===== src/rtl/mtx_iq_framer_pkg.sv =====
// Shared constants, FSM encoding and the round/saturate helper for the I/Q framer.
package mtx_iq_framer_pkg;
  localparam int SC_W      = 16;
  localparam int GAIN_W    = 16;
  localparam int GAIN_FRAC = 14;
  localparam int SPP_W     = 16;
  localparam int PROD_W    = SC_W + GAIN_W;

  localparam logic [GAIN_W-1:0] GAIN_UNITY = GAIN_W'(1 << GAIN_FRAC);

  localparam logic [1:0] S_IDLE  = 2'd0;
  localparam logic [1:0] S_ARMED = 2'd1;
  localparam logic [1:0] S_RUN   = 2'd2;
  localparam logic [1:0] S_DRAIN = 2'd3;

  localparam logic signed [PROD_W:0] RND     = (PROD_W+1)'(1 << (GAIN_FRAC-1));
  localparam logic signed [PROD_W:0] SAT_MAX = (PROD_W+1)'((1 << (SC_W-1)) - 1);
  localparam logic signed [PROD_W:0] SAT_MIN = -SAT_MAX;

  // Round half up then clamp symmetrically, so -full-scale never appears.
  function automatic logic signed [SC_W-1:0] sat_round(input logic signed [PROD_W-1:0] p);
    logic signed [PROD_W:0] r;
    r = $signed({p[PROD_W-1], p}) + RND;
    r = r >>> GAIN_FRAC;
    if (r > SAT_MAX)      return $signed(SAT_MAX[SC_W-1:0]);
    else if (r < SAT_MIN) return $signed(SAT_MIN[SC_W-1:0]);
    else                  return $signed(r[SC_W-1:0]);
  endfunction
endpackage


===== src/rtl/mtx_iq_gain_sat.sv =====
// One I/Q component: stage 1 multiply, stage 2 round/saturate into the output register.
module mtx_iq_gain_sat
  import mtx_iq_framer_pkg::*;
(
  input  logic                     clk,
  input  logic                     clr,
  input  logic                     ce,
  input  logic signed [SC_W-1:0]   din,
  input  logic signed [GAIN_W-1:0] gain,
  output logic signed [SC_W-1:0]   dout
);
  logic signed [PROD_W-1:0] prod;

  always_ff @(posedge clk) begin
    if (clr) begin
      prod <= '0;
      dout <= '0;
    end else if (ce) begin
      prod <= din * gain;
      dout <= sat_round(prod);
    end
  end
endmodule


===== src/rtl/mtx_iq_framer.sv =====
// Gain/saturate the DDS sin/cos stream, wait for a sync-aligned symbol edge, then frame into packets.
module mtx_iq_framer
  import mtx_iq_framer_pkg::*;
(
  input  logic                     clk,
  input  logic                     resetn,
  input  logic                     srst,
  input  logic                     enable,
  input  logic signed [GAIN_W-1:0] gain,
  input  logic [SPP_W-1:0]         spp,
  input  logic                     sync_ready,
  input  logic [2*SC_W-1:0]        in_tdata,
  input  logic                     in_tvalid,
  input  logic                     in_tlast,
  output logic                     in_tready,
  output logic [2*SC_W-1:0]        out_tdata,
  output logic                     out_tvalid,
  output logic                     out_tlast,
  output logic                     out_tuser,
  input  logic                     out_tready,
  output logic                     busy,
  output logic [15:0]              pkt_count
);
  logic                     clr, adv, pass, acc, take, last_idx, first;
  logic [1:0]               state;
  logic [SPP_W-1:0]         spp_l, idx, idx_nxt;
  logic signed [GAIN_W-1:0] gain_l, gain_cur;
  logic [2:1]               vld_pipe, last_pipe, user_pipe;
  logic signed [SC_W-1:0]   i_out, q_out;

  assign clr       = ~resetn | srst;
  assign adv       = out_tready | ~out_tvalid;
  assign pass      = (state == S_RUN) || (state == S_DRAIN);
  assign in_tready = pass ? adv : 1'b1;
  assign acc       = in_tvalid & in_tready;
  assign take      = acc & pass;
  assign last_idx  = (idx == spp_l - 1'b1);
  assign idx_nxt   = last_idx ? '0 : idx + 1'b1;
  // The opening beat of a packet uses the live gain; the rest reuse its latched copy.
  assign gain_cur  = (idx == '0) ? gain : gain_l;

  always_ff @(posedge clk) begin
    if (clr) begin
      state  <= S_IDLE;
      spp_l  <= SPP_W'(1);
      idx    <= '0;
      gain_l <= GAIN_UNITY;
      first  <= 1'b0;
    end else begin
      case (state)
        S_IDLE:  if (enable) state <= S_ARMED;
        S_ARMED: begin
          if (!enable) state <= S_IDLE;
          else if (acc && in_tlast && sync_ready) begin
            state <= S_RUN;
            spp_l <= (spp == '0) ? SPP_W'(1) : spp;
            idx   <= '0;
            first <= 1'b1;
          end
        end
        // Leaving RUN: go idle only if no packet remains open after this cycle.
        S_RUN:   if (!enable) state <= ((take ? idx_nxt : idx) == '0) ? S_IDLE : S_DRAIN;
        S_DRAIN: if (take && last_idx) state <= S_IDLE;
        default: state <= S_IDLE;
      endcase
      if (take) begin
        idx   <= idx_nxt;
        first <= 1'b0;
        if (idx == '0) gain_l <= gain;
      end
    end
  end

  always_ff @(posedge clk) begin
    if (clr) begin
      vld_pipe  <= '0;
      last_pipe <= '0;
      user_pipe <= '0;
    end else if (adv) begin
      vld_pipe  <= {vld_pipe[1], take};
      last_pipe <= {last_pipe[1], take & last_idx};
      user_pipe <= {user_pipe[1], take & first};
    end
  end

  always_ff @(posedge clk) begin
    if (clr)                                   pkt_count <= '0;
    else if (out_tvalid && out_tready && out_tlast) pkt_count <= pkt_count + 1'b1;
  end

  mtx_iq_gain_sat u_i (
    .clk(clk), .clr(clr), .ce(adv),
    .din($signed(in_tdata[SC_W-1:0])), .gain(gain_cur), .dout(i_out)
  );
  mtx_iq_gain_sat u_q (
    .clk(clk), .clr(clr), .ce(adv),
    .din($signed(in_tdata[2*SC_W-1:SC_W])), .gain(gain_cur), .dout(q_out)
  );

  assign out_tdata  = {i_out, q_out};
  assign out_tvalid = vld_pipe[2];
  assign out_tlast  = last_pipe[2];
  assign out_tuser  = user_pipe[2];
  assign busy       = (state != S_IDLE);
endmodule


===== config.mk =====
export PLATFORM = sky130hd
export DESIGN_NAME = mtx_iq_framer
export DESIGN_NICKNAME = d
export VERILOG_FILES = /design/src/rtl/mtx_iq_framer_pkg.sv /design/src/rtl/mtx_iq_gain_sat.sv /design/src/rtl/mtx_iq_framer.sv
export SDC_FILE = /design/constraint.sdc
export NUM_CORES = 2
export LEC_CHECK = 0
export ABC_AREA = 1
export BUFFER_PORTS_ARGS = -buffer_cell sky130_fd_sc_hd__buf_4
export CORE_UTILIZATION = 45
export DETAILED_ROUTE_END_ITERATION = 16
export HOLD_SLACK_MARGIN = 0.02
export SYNTH_ARGS = -nofsm -noshare
export SYNTH_HDL_FRONTEND = slang
export SYNTH_SLANG_ARGS = --single-unit

===== constraint.sdc =====
create_clock -name clk -period 7.7 [get_ports clk]
set_clock_uncertainty 0.05 [all_clocks]
set_input_delay 0.77 -clock clk [delete_from_list [all_inputs] [get_ports clk]]
set_output_delay 0.77 -clock clk [all_outputs]
set_load 0.02 [all_outputs]

======== Yosys cells after proc, flatten, opt, wreduce, memory -nomap -nowiden ========
Cells that the tools add are included.
Widths: inputs -> output; s select.
cells by class
  $add $sub $neg .......................... 5
  $mul .................................... 2
  magnitude comparators ................... 4
  eq/ne operators ......................... 8
  multiplexer cells ....................... 20
  bitwise operators ....................... 8
  reduce and logical (&&, ||, !) cells .... 18
operators with widths
  cell                    number
  $mux 16                 12
  $add 32x15->33 const B  2
  $mul 16x16->32          2
  $logic_not 16->1        3
  $gt 19x16->1 const B    2
  $lt 19x16->1 const B    2
  $add 16x1->16 const B   2
  $eq 16x16->1            1
  $sub 16x1->16 const B   1
  $mux 2                  6
  $pmux 2 s4              1
  $reduce_bool 2->1       4
  $reduce_and 3->1        2
  $logic_and 1x1->1       5
  $and 1x1->1             4
  $eq 2x2->1 const B      2
  $ne 2x2->1 const B      2
  $reduce_and 4->1        1
  $ne 3x3->1 const B      1
  $eq 2x1->1 const B      1
  $logic_not 2->1         1
  $ne 2x1->1 const B      1
  $not 1->1               2
  $or 1x1->1              2
  3 further kinds         3
word-level totals
  register bits after elaboration ......... 169
  input bits .............................. 72

======== Depth between registers and ports, before layout ========
  word-level depth ........................ 10
  depth in mapped cells ................... 39
  gate-level depth less buffers ........... 36

======== Hierarchy ========
Synthesis repeated with hierarchy kept, for this count alone.
second synthesis, totals
  cell total of the unflattened synthesis .. 3999
  area total of the unflattened synthesis .. 28946.5 um2
modules (own cells, without submodules)
  module                  instances  cells each  area each (um2)
  mtx_iq_gain_sat at u_i  1          1689        12345.6
  mtx_iq_gain_sat at u_q  1          1652        12245.5
  mtx_iq_framer           1          658         4355.4

======== Worst setup path before layout ========
No wires, ideal clock.
  kind .................................... reg2reg
  start ................................... reg idx[10]
  end ..................................... reg u_q.prod[30]
  library setup time ...................... 117 ps
  data arrival time ....................... 6744 ps
  path slack .............................. 789 ps
  stages on the path, launching flop included .. 26
  path through ............................ dfxtp_1 > or2_1 > nor3_1 > nand2_1 > or2_2 > o21a_1 > buf_2 > inv_1 > buf_2 > nor2_1 > fa_1 > fa_1 > fa_1 > fa_1 > fa_1 > inv_1 > fa_1 > inv_1 > ha_1 > a21o_1 > a21boi_0 > nor2_1 > a2111oi_0 > a21oi_1 > nor2_1 > nor2_1
between the ends
  cells in the longest elaborated chain, start to end .. 3
RTL lines
  what                      RTL line               source
  start: declaration        mtx_iq_framer.sv:26    logic [SPP_W-1:0] spp_l, idx, idx_nxt;
  start signal: assignment  mtx_iq_framer.sv:67    idx <= idx_nxt;
  $logic_not 16->1          mtx_iq_framer.sv:40    assign gain_cur = (idx == '0) ? gain : gain_l;
  $mux 16                   n/a
  $mul 16x16->32            mtx_iq_gain_sat.sv:19  prod <= din * gain;
  end signal: assignment    mtx_iq_gain_sat.sv:19
  end: declaration          mtx_iq_gain_sat.sv:12  logic signed [PROD_W-1:0] prod;
Every way passes these cells.
A chain may end at the register's enable or synchronous reset.

======== Worst setup path in the final report ========
  start ................................... reg idx[0]
  end ..................................... reg u_i.prod[31]
between the ends
  cells in the longest elaborated chain, start to end .. 3
RTL lines
  what                    RTL line
  $logic_not 16->1        mtx_iq_framer.sv:40
  $mux 16                 n/a
  $mul 16x16->32          mtx_iq_gain_sat.sv:19
  end signal: assignment  mtx_iq_gain_sat.sv:19
  end: declaration        mtx_iq_gain_sat.sv:12
Every way passes these cells.

==> flow_summary.toml <==
[worst_setup_path]
worst_path_most_repeated_cell = "inv_1"
crit_type = "reg -> reg"
crit_buf_inv = 9
path_depth = 33
cp.required_ps = 7980
cp_slowest_stage_delay_ps = 590
arrival_ps = 7560
critPathLaunchType = "register"
crit_fanout = 11
crit_path_end_kind = "register"
cpMaxStageDelayCell = "fa_1"
reg2reg_depth = 33
critPathTopFamily = "adder cells"

[placed_design]
post-dp-hpwl_um = 63990
gp_congestion = 0.9317
place_area_mm2 = 0.02928
io_buffers = 124

[timing]
rsz0062_at_grt = "false"
worst_slew_pin_slew_ps = 1083
drv_slew = 0
fmaxAchievable_mhz = 137.4
setup_tns_ps = 0
setup_violations = 0
fin_crit_ps = 7277
relSlewSlack = 0.2752
fin_crit_sh = 0.9451
hold_viol = 0

[detailed_routing]
viasPerCell = 5.094
met3_length_um = 3788
num_vias = 22800
wl_met1_um = 31350
first_pass_iters = 6
maxUsedRoutingLayer = "met4"
drt-total-wl_um = 77110
drc = 0
drt-initial-drc-count = 1458
wl_met2_um = 38500
ant_nets = 0
wl_per_cell_um = 17.23

[logic_synthesis]
synth_top_area_share = 0.3818
synthCells = 3588
ys_seq_area_frac = 0.1046
syn-num-nets = 4346
async_flop_share = 0
yosys-top-cells-area = "fa_1 (38%), inv_1 (12%), dfxtp_1 (10%)"
synth_commonest_cells = "inv_1 (859), nand2_1 (651), fa_1 (522)"
synthMostInstantiatedCell = "inv_1"
avgSynthCellArea_um2 = 7.628
synth_area_leader_cell = "fa_1"
netlist-cell-type-count = 52
ys_warn_count = 0
netlist_area_mm2 = 0.02737
synth_edf_count = 0
synth-main-ff-cell = "dfxtp_1"
synth_seq_cells = 143

[cells_and_area]
area_growth_pct = 9.312
nets = 4439
antennaDiodeCount = 0
multi_input_area_mm2 = 0.02075
fillers = 6083
drive_gt1_frac = 0.07905
seqCellArea_mm2 = 0.002863
fin_area_mm2 = 0.02992

[worst_hold_path]
hold_path.class = "reg -> reg"
hold_depth = 2

[die]
die-height_um = 248.6
ios = 125
core_area_mm2 = 0.06025
die_w_um = 248.6
initial_utilization = 0.4543
num_rows = 90
dieArea_mm2 = 0.06181

[grt]
grt_usage = 0.2637
grt-ovfl-total = 0
grt_max_degree = 65
antenna_found_initial = 0
grt_pass1_wl_um = 128300
grt_pass1_vias = 24280

[cts]
numCtsBuffers = 17
htree_levels = 4
cts_tree = "yes"
clk_pin_slew_worst_paths_ps = 60
clk_latency_ps = 430
clockRootBuffer = "clkbuf_16"
cts.sinks = 143
cts_setup_buffers = 0
clockBufferDepth = 2

[run]
cap_viol_max_count = 0

[outcome]
status = "finished clean"
## sequential cells by signal, summed over array words and instances, names as in the netlist
| signal | flops |
|---|---|
| last_pipe | 2 |
| u_i.prod | 19 |
| user_pipe | 2 |
| vld_pipe | 2 |
| u_q.dout | 16 |
| idx | 16 |
| gain_l | 16 |
| state | 2 |
| first | 1 |
| u_i.dout | 16 |
| pkt_count | 16 |
| u_q.prod | 19 |
| spp_l | 16 |
## worst reg2reg max path: cells and delay by family (launching register included)
family                     cells  cell delay, ps
AOI/OAI and AO/OA              3             630
adders and majority gates      8            3660
buffers and inverters          9            1050
DFF                            1             420
and+or+nand+nor               13            1370
## area by class of cell
cell class | count | area share
multi-input cells | 2454 | 0.6937
clock inverters | 14 | 0.006357
clock buffers | 18 | 0.01434
inverters | 882 | 0.1109
flip-flops and latches | 143 | 0.09569
repair buffers | 183 | 0.04634
well taps | 782 | 0.03270
## per-layer routing
| layer | GRT usage | up-vias |
|---|---|---|
| met2 | 0.4688 | 631 |
| met1 | 0.3232 | 11170 |
| li1 | - | 10850 |
| met3 | 0.03182 | 160 |
| met5 | 0 | - |
| met4 | 0.1091 | 0 |
## worst paths after layout
| kind | slack [ps] | from | endpoint |
|---|---|---|---|
| worst max-delay path | 420 | idx[0] | u_i.prod[31] |
| worst min-delay path | 410 | last_pipe[1] | last_pipe[2] |
| worst max register to register | 420 | idx[0] | u_i.prod[31] |
| worst min register to register | 410 | last_pipe[1] | last_pipe[2] |
## cells by family after synthesis
kind of cell	Yosys count	share of synthesized area
buf+inv	991	0.1381
fa+ha+maj	686	0.4568
simple gates	1348	0.2046
flops	143	0.1046
compound gates	346	0.07228
xor+xnor	74	0.02368
## per-stage QoR
step	worst slack, ps	util	hold slack, ps	instances
CTS	196.3	0.4962	414.5	4476
finish	422.9	0.4966	411.0	4476
global route	39.51	0.4966	424.4	4476
detailed placement	250.7	0.4859	406.3	4444
floorplan	789.2	-	390.7	3588
global placement	217.3	0.4859	402.5	4444
## layout by cell type (no fill, tap or decap), types with 16 or more instances in the layout
master     instances
inv_1            857
nand2_1          650
fa_1             521
nor2_1           442
buf_4            182
ha_1             164
dfxtp_1          143
a21oi_1          132
o21ai_0          120
nand3_1          115
xor2_1            49
nor3_1            32
xnor2_1           25
nand4_1           22
a31oi_1           18
clkbuf_16         17
clkinv_1          16
## what timing repair did
item,4_1_cts,5_1_grt
hold buffers,0,0
endpoints found under the setup margin,0,16
resized for setup,0,9
hold endpoints to repair,0,0
Power is not shown: default switching activity piles up to over one toggle a cycle in this logic, so the estimate is an artifact.
